[src/rtl/sub16_serial.sv]
// ---------------------------------------------------------------------------
// sub16_serial
//
// Nibble-serial subtractor that computes a - b - Bin one NIB-bit slice per
// clock. The borrow between slices is carried in an internal flag. It is the
// low-area subtract counterpart of the carry-lookahead adder in the ALU
// datapath. Operands are latched when start is accepted, and results hold
// until the next accepted start.
//
// Ports:
//   clk    rising-edge clock
//   rst    asynchronous, active-high reset
//   a      minuend, sampled when start is accepted in IDLE
//   b      subtrahend, sampled when start is accepted in IDLE
//   Bin    borrow in (active-high), sampled when start is accepted
//   start  operation request; only honoured in IDLE
//   diff   (a - b - Bin) mod 2^WIDTH, valid from the done cycle
//   Bout   borrow out: 1 iff unsigned a < b + Bin
//   ovf    signed overflow of a - b - Bin
//   zero   diff == 0
//   busy   high while slices are being computed (RUN)
//   done   one-cycle pulse when results become valid
// ---------------------------------------------------------------------------
`timescale 1ns/1ps
module sub16_serial #(
  parameter int NIB   = 4,
  parameter int WIDTH = 16
) (
  input  logic             clk,
  input  logic             rst,
  input  logic [WIDTH-1:0] a,
  input  logic [WIDTH-1:0] b,
  input  logic             Bin,
  input  logic             start,
  output logic [WIDTH-1:0] diff,
  output logic             Bout,
  output logic             ovf,
  output logic             zero,
  output logic             busy,
  output logic             done
);

  localparam int SLICES = WIDTH / NIB;
  localparam int CNT_W  = (SLICES > 1) ? $clog2(SLICES) : 1;

  typedef enum logic [1:0] {
    IDLE = 2'd0,
    RUN  = 2'd1,
    DONE = 2'd2
  } state_t;

  state_t             state;
  state_t             state_next;
  logic [CNT_W-1:0]   cnt;
  logic               borrow;
  logic [WIDTH-1:0]   a_q;
  logic [WIDTH-1:0]   b_q;

  logic [NIB-1:0]     a_slice;
  logic [NIB-1:0]     b_slice;
  logic [NIB:0]       slice_sum;
  logic               slice_carry;
  logic [WIDTH-1:0]   diff_next;
  logic               last_slice;

  assign last_slice = (cnt == CNT_W'(SLICES - 1));

  // State register.
  always_ff @(posedge clk or posedge rst) begin
    if (rst) begin
      state <= IDLE;
    end else begin
      state <= state_next;
    end
  end

  // Next-state logic. DONE always returns to IDLE, so a start that is held
  // high is accepted one cycle later. This gives one operation per 6 cycles.
  always_comb begin
    state_next = state;
    case (state)
      IDLE:    if (start) state_next = RUN;
      RUN:     if (last_slice) state_next = DONE;
      DONE:    state_next = IDLE;
      default: state_next = IDLE;
    endcase
  end

  // The status outputs decode the state directly. busy and done come from
  // different states, so they can never be high together.
  assign busy = (state == RUN);
  assign done = (state == DONE);

  // Slice select and slice arithmetic. Subtraction is a + ~b + ~borrow. The
  // carry out of a slice is the inverse of the borrow into the next slice.
  // Slices are selected with constant part-selects so that every index is
  // static.
  always_comb begin
    a_slice = '0;
    b_slice = '0;
    for (int i = 0; i < SLICES; i++) begin
      if (cnt == CNT_W'(i)) begin
        a_slice = a_q[i*NIB +: NIB];
        b_slice = b_q[i*NIB +: NIB];
      end
    end
    slice_sum   = {1'b0, a_slice} + {1'b0, ~b_slice} + {{NIB{1'b0}}, ~borrow};
    slice_carry = slice_sum[NIB];
    diff_next   = diff;
    for (int i = 0; i < SLICES; i++) begin
      if (cnt == CNT_W'(i)) begin
        diff_next[i*NIB +: NIB] = slice_sum[NIB-1:0];
      end
    end
  end

  // Datapath registers. Operands are copied on acceptance, so input changes
  // during RUN cannot corrupt the result. The flags are computed from the
  // complete diff_next on the last slice, so they change only on entry to
  // DONE.
  always_ff @(posedge clk or posedge rst) begin
    if (rst) begin
      a_q    <= '0;
      b_q    <= '0;
      cnt    <= '0;
      borrow <= 1'b0;
      diff   <= '0;
      Bout   <= 1'b0;
      ovf    <= 1'b0;
      zero   <= 1'b0;
    end else begin
      case (state)
        IDLE: begin
          if (start) begin
            a_q    <= a;
            b_q    <= b;
            borrow <= Bin;
            cnt    <= '0;
          end
        end
        RUN: begin
          diff   <= diff_next;
          borrow <= ~slice_carry;
          cnt    <= cnt + CNT_W'(1);
          if (last_slice) begin
            Bout <= ~slice_carry;
            ovf  <= (a_q[WIDTH-1] != b_q[WIDTH-1]) &&
                    (diff_next[WIDTH-1] != a_q[WIDTH-1]);
            zero <= (diff_next == '0);
          end
        end
        default: begin
        end
      endcase
    end
  end

endmodule

[config.mk]
export PLATFORM = sky130hd
export DESIGN_NAME = sub16_serial
export DESIGN_NICKNAME = d
export VERILOG_FILES = /design/src/rtl/sub16_serial.sv
export SDC_FILE = /design/constraint.sdc
export NUM_CORES = 1
export LEC_CHECK = 0
export CORE_UTILIZATION = 45
export CTS_CLUSTER_DIAMETER = 30
export DETAILED_ROUTE_END_ITERATION = 10
export PLACE_DENSITY = 0.75
export RECOVER_POWER = 50
export SLEW_MARGIN = 20
export SYNTH_ARGS = -nofsm -noshare
export SYNTH_HDL_FRONTEND = slang
export SYNTH_SLANG_ARGS = --single-unit
[constraint.sdc]
create_clock -name clk -period 3.1 [get_ports clk]
set_input_delay 0.62 -clock clk [delete_from_list [all_inputs] [get_ports clk]]
set_output_delay 0.62 -clock clk [all_outputs]
set_load 0.05 [all_outputs]
# Yosys cells after proc, flatten, opt, wreduce, memory -nomap -nowiden

Index checks and enable logic that the tools add are counted.

$add $sub $neg: 3
Equality and inequality tests: 9
Multiplexer cells: 19
Bitwise gates (word level): 3
Reductions and logical operators: 9

Operators by type and width:

| operator                                                        | count |
|---|---|
| 4-bit 2-to-1 mux                                                | 12 |
| 16-bit zero test                                                | 1 |
| 2-bit one-hot mux with 2 select lines                           | 2 |
| 2-bit AND reduction                                             | 4 |
| 2-bit == test, second input constant                            | 3 |
| 2-bit 2-to-1 mux                                                | 3 |
| 4-bit by 4-bit adder with 5-bit output                          | 1 |
| 5-bit by 1-bit adder with 5-bit output                          | 1 |
| 2-bit by 1-bit == test with 1-bit output, second input constant | 2 |
| 2-bit zero test                                                 | 2 |
| 4-bit NOT                                                       | 1 |
| 2-bit by 1-bit adder with 2-bit output, second input constant   | 1 |
| 1-bit != test                                                   | 2 |
| 2-bit by 1-bit != test with 1-bit output, second input constant | 1 |
| 2-bit != test, second input constant                            | 1 |
| 1-bit NOT                                                       | 2 |
| 1-bit one-hot mux with 2 select lines                           | 1 |
| 2-bit nonzero test                                              | 1 |
| 1-bit logical AND                                               | 1 |
| 1-bit 2-to-1 mux                                                | 1 |

Register bits: 56
Output and inout bits: 21

# Depth between registers and ports, before layout

Word-level depth: 11
Depth in mapped cells: 15
Mapped depth without buffers: 14

# Worst setup path after synthesis

No wires, ideal clock.

Path kind: register -> register
From: register cnt[0]
To: register zero
Library setup time: 0.096 ns
Arrival: 3.000 ns
Data required time: 3.004 ns
Slack: 0.005 ns
Cell stages (with the launch flop): 13
Buffers on the path: 2
Period minus slack after synthesis: 3.095 ns
Path through: dfrtp_1 -> inv_1 -> ha_1 -> clkbuf_1 -> clkbuf_1 -> a21oi_1 -> nor2_1 -> a21oi_1 -> fa_1 -> inv_1 -> fa_1 -> or4_1 -> o31ai_1

Cells in the longest elaborated chain, start to end: 10

Ends and longest elaborated chain:

| what                                   | line     | RTL |
|---|---|---|
| start, declared                        | 54       | `logic [CNT_W-1:0] cnt;` |
| start signal, assigned                 | 144      | `cnt <= cnt + CNT_W'(1);` |
| 2-bit zero test                        | 102, 111 |  |
| 4-bit 2-to-1 mux (4 in series)         | 102      | `if (cnt == CNT_W'(i)) begin` |
| 4-bit NOT                              | 107      | `slice_sum = {1'b0, a_slice} + {1'b0, ~b_slice} + {{NIB{1'b0}}, ~borrow};` |
| 4-bit by 4-bit adder with 5-bit output | 107      |  |
| 5-bit by 1-bit adder with 5-bit output | 107      |  |
| 4-bit 2-to-1 mux                       | 111      | `if (cnt == CNT_W'(i)) begin` |
| 16-bit zero test                       | 149      | `zero <= (diff_next == '0);` |
| end signal, assigned                   | 149      |  |
| end, declared                          | 38       | `output logic zero,` |

Parallel ways exist; a longest one is shown, timed or not.
A chain may end at the register's enable or synchronous reset.

# Worst setup path in the final report

Ends and elaborated chain as after synthesis.

==> reports/metrics.cfg <==
[grt]
antenna_found_initial = 0
grt_start_max_net_pins = 57
track_usage = 0.200
grt_pass1_wl_um = 9430
grt-ovfl-total = 0
grt_pass1_vias = 1956

[floorplanning]
die_w_um = 78.2
start_util = 0.471
dieArea_sq_mm = 0.00611
rows = 27
coreArea_sq_mm = 0.00554
ios = 57
die_y_um = 78.2

[timing]
setup_ws_ns = 0.177
rsz0062_at_grt = no
fin_crit_sh = 0.943
finalSetupTns_ns = 0
hold_viol = 0
setup_viol = 0
slew_headroom = 0.105
drv_slew = 0
worst_pin_slew_ns = 1.34
timing.fmax_mhz = 342
layout_min_cycle_time_ns = 2.92
finClkSkew_ns = 0.0107

[worst_hold_path]
holdPathStages = 2
min_from = diff[15]
min_to = diff[15]
holdCritPathClass = register to register

[drt]
routed-wl-met3_um = 228
vias = 1928
wl_per_cell_um = 14.7
drc = 0
via_per_inst = 5.22
wl_met1_um = 2480
initialDrtViolationCount = 122
drtPass1Iterations = 4
wl_met2_um = 2670
ant_nets = 0
maxUsedRoutingLayer = met4
wl_um = 5440

[setup_path]
r2r_start = cnt[0]
cp_max_fo = 6
critPathArrivalTime_ns = 3.14
endpoint_kind = register
crit_type = register to register
rrSetupSlack_ns = 0.18
rr_worst_depth = 12
cp-start-kind = register
cp.required_ns = 3.32
rr_endpoint = zero

[clock_tree]
clk_pin_slew_ns = 0.10
cts-htree-levels = 2
cts_tree = built
clkSinkCount = 56
cts_buffers = 5
clk_latency_ns = 0.31
clockBufferDepth = 2
root_buffer = clkbuf_8

[yosys]
yosysTopAreaCellShare = 0.537
ys_ff_latch = 56
synth_ff_type = dfrtp_1
synth-edff-count = 0
synth_cell_types = 35
ys_seq_area_frac = 0.537
synth_area_sq_mm = 0.00261
synth_top_cell_by_area = dfrtp_1
syn_avg_cell_area_sq_um = 11.3
syn-instance-count = 232
syn-num-nets = 277
ys_async_sr_fraction = 1.00
synth_area_leaders = dfrtp_1, mux2_2, nand2_1, o21ai_0, a21oi_1
yosys_warnings = 0

[placement]
gp_congestion = 0.802
hpwl_um = 3950
pre_cts_slack_ns = 0.0621
dp_cells = 359
portBuffers = 56

[finish]
regArea_sq_mm = 0.00140
instances_no_fill = 369
drive_gt1_frac = 0.209
antenna_cells = 0
num-fill-cells = 446
nets = 341
multi_input_area_sq_mm = 0.00118
area_growth_pct = 32.5

[job]
maxCapViolations = 0

[status]
outcome = finished clean

[how the worst max path moves through the flow]
stage | to | startpoint | depth (start not counted)
2_1_floorplan | zero | cnt[0] | 12
3_3_place_gp | zero | cnt[1] | 12
3_5_place_dp | zero | cnt[1] | 12
4_1_cts | zero | cnt[1] | 12
5_1_grt | zero | cnt[0] | 12
6_report | zero | cnt[0] | 12
[through the flow]
| step | cell area [sq um] | hold WS (ns) | util |
|---|---|---|---|
| 2_1_floorplan | 2610 | 0.480 | - |
| 3_3_place_gp | 3320 | 0.471 | 0.598 |
| 3_5_place_dp | 3320 | 0.479 | 0.598 |
| 4_1_cts | 3420 | 0.501 | 0.618 |
| 5_1_grt | 3460 | 0.530 | 0.625 |
| 6_report | 3460 | 0.495 | 0.625 |
[kinds of logic (layout without fill, tap and decap cells)]
logic type	count (synthesis)	in the layout	synth area share
muxes	37	37	0.159
adders and majority gates	9	9	0.0489
xor gates and xnor gates	3	3	0.0101
buffers and inverters	18	83	0.0283
DFF	56	56	0.537
AOI/OAI and AO/OA	51	51	0.109
and+or+nand+nor	58	58	0.108
[state kept, by name, summed over array words and instances (netlist names)]
signal,cells
borrow,1
state,2
cnt,2
Bout,1
b_q,16
ovf,1
a_q,16
zero,1
diff,16
[layer usage]
layer / track usage / vias up
li1: - / 939
met1: 0.265 / 930
met2: 0.333 / 54
met3: 0.0395 / 5
met4: 0.0556 / 0
met5: 0 / -
[placed cells by master, fill, tap and decap left out, types with 2 or more instances in the layout]
master / count
ha_4: 3
clkbuf_2: 2
inv_2: 2
nor2_1: 5
o31ai_1: 2
clkbuf_8: 5
nand3b_1: 6
dfrtp_1: 55
nor3_1: 4
a31oi_1: 2
inv_1: 5
dlygate4sd3_1: 2
ha_1: 4
clkbuf_1: 2
clkdlybuf4s50_1: 54
nand2_1: 31
a21oi_1: 19
xor2_1: 2
mux2_2: 36
nor2b_1: 4
buf_4: 7
nor4_1: 2
o21ai_0: 19
[Yosys cell counts (5+ instances only)]
cell type and count:
nand3b_1 6, mux2_2 36, ha_1 7, buf_2 5
nand2_1 31, clkbuf_1 5, inv_1 7, a21oi_1 19
dfrtp_1 56, o21ai_0 20, nor2_1 5
[final cells by class]
cell class              instances  share of cell area
well taps                      72              0.0260
multi-input cells             158               0.342
inverters                       8             0.00868
clock buffers                   6              0.0210
flip-flops and latches         56               0.405
clock inverters                 2              0.0101
repair buffers                 67               0.187
[worst max-delay path: stages (launching register included)]
cell and delay (ns):
dfrtp_2 0.44, inv_2 0.09, ha_4 0.19, buf_4 0.15, nand3b_1 0.07, a21oi_1 0.06
a21oi_1 0.13, o21ai_1 0.10, fa_2 0.40, inv_1 0.08, fa_1 0.42, or4_1 0.51
o31ai_1 0.19
[repair_timing]
action                                  CTS  global route
endpoints found under the setup margin    0            12
hold buffers                              0             0
gates resized for setup                   0            11
buffers inserted                          0             2
Power is not shown: default switching activity piles up to over one toggle a cycle in this logic, so the estimate is an artifact.
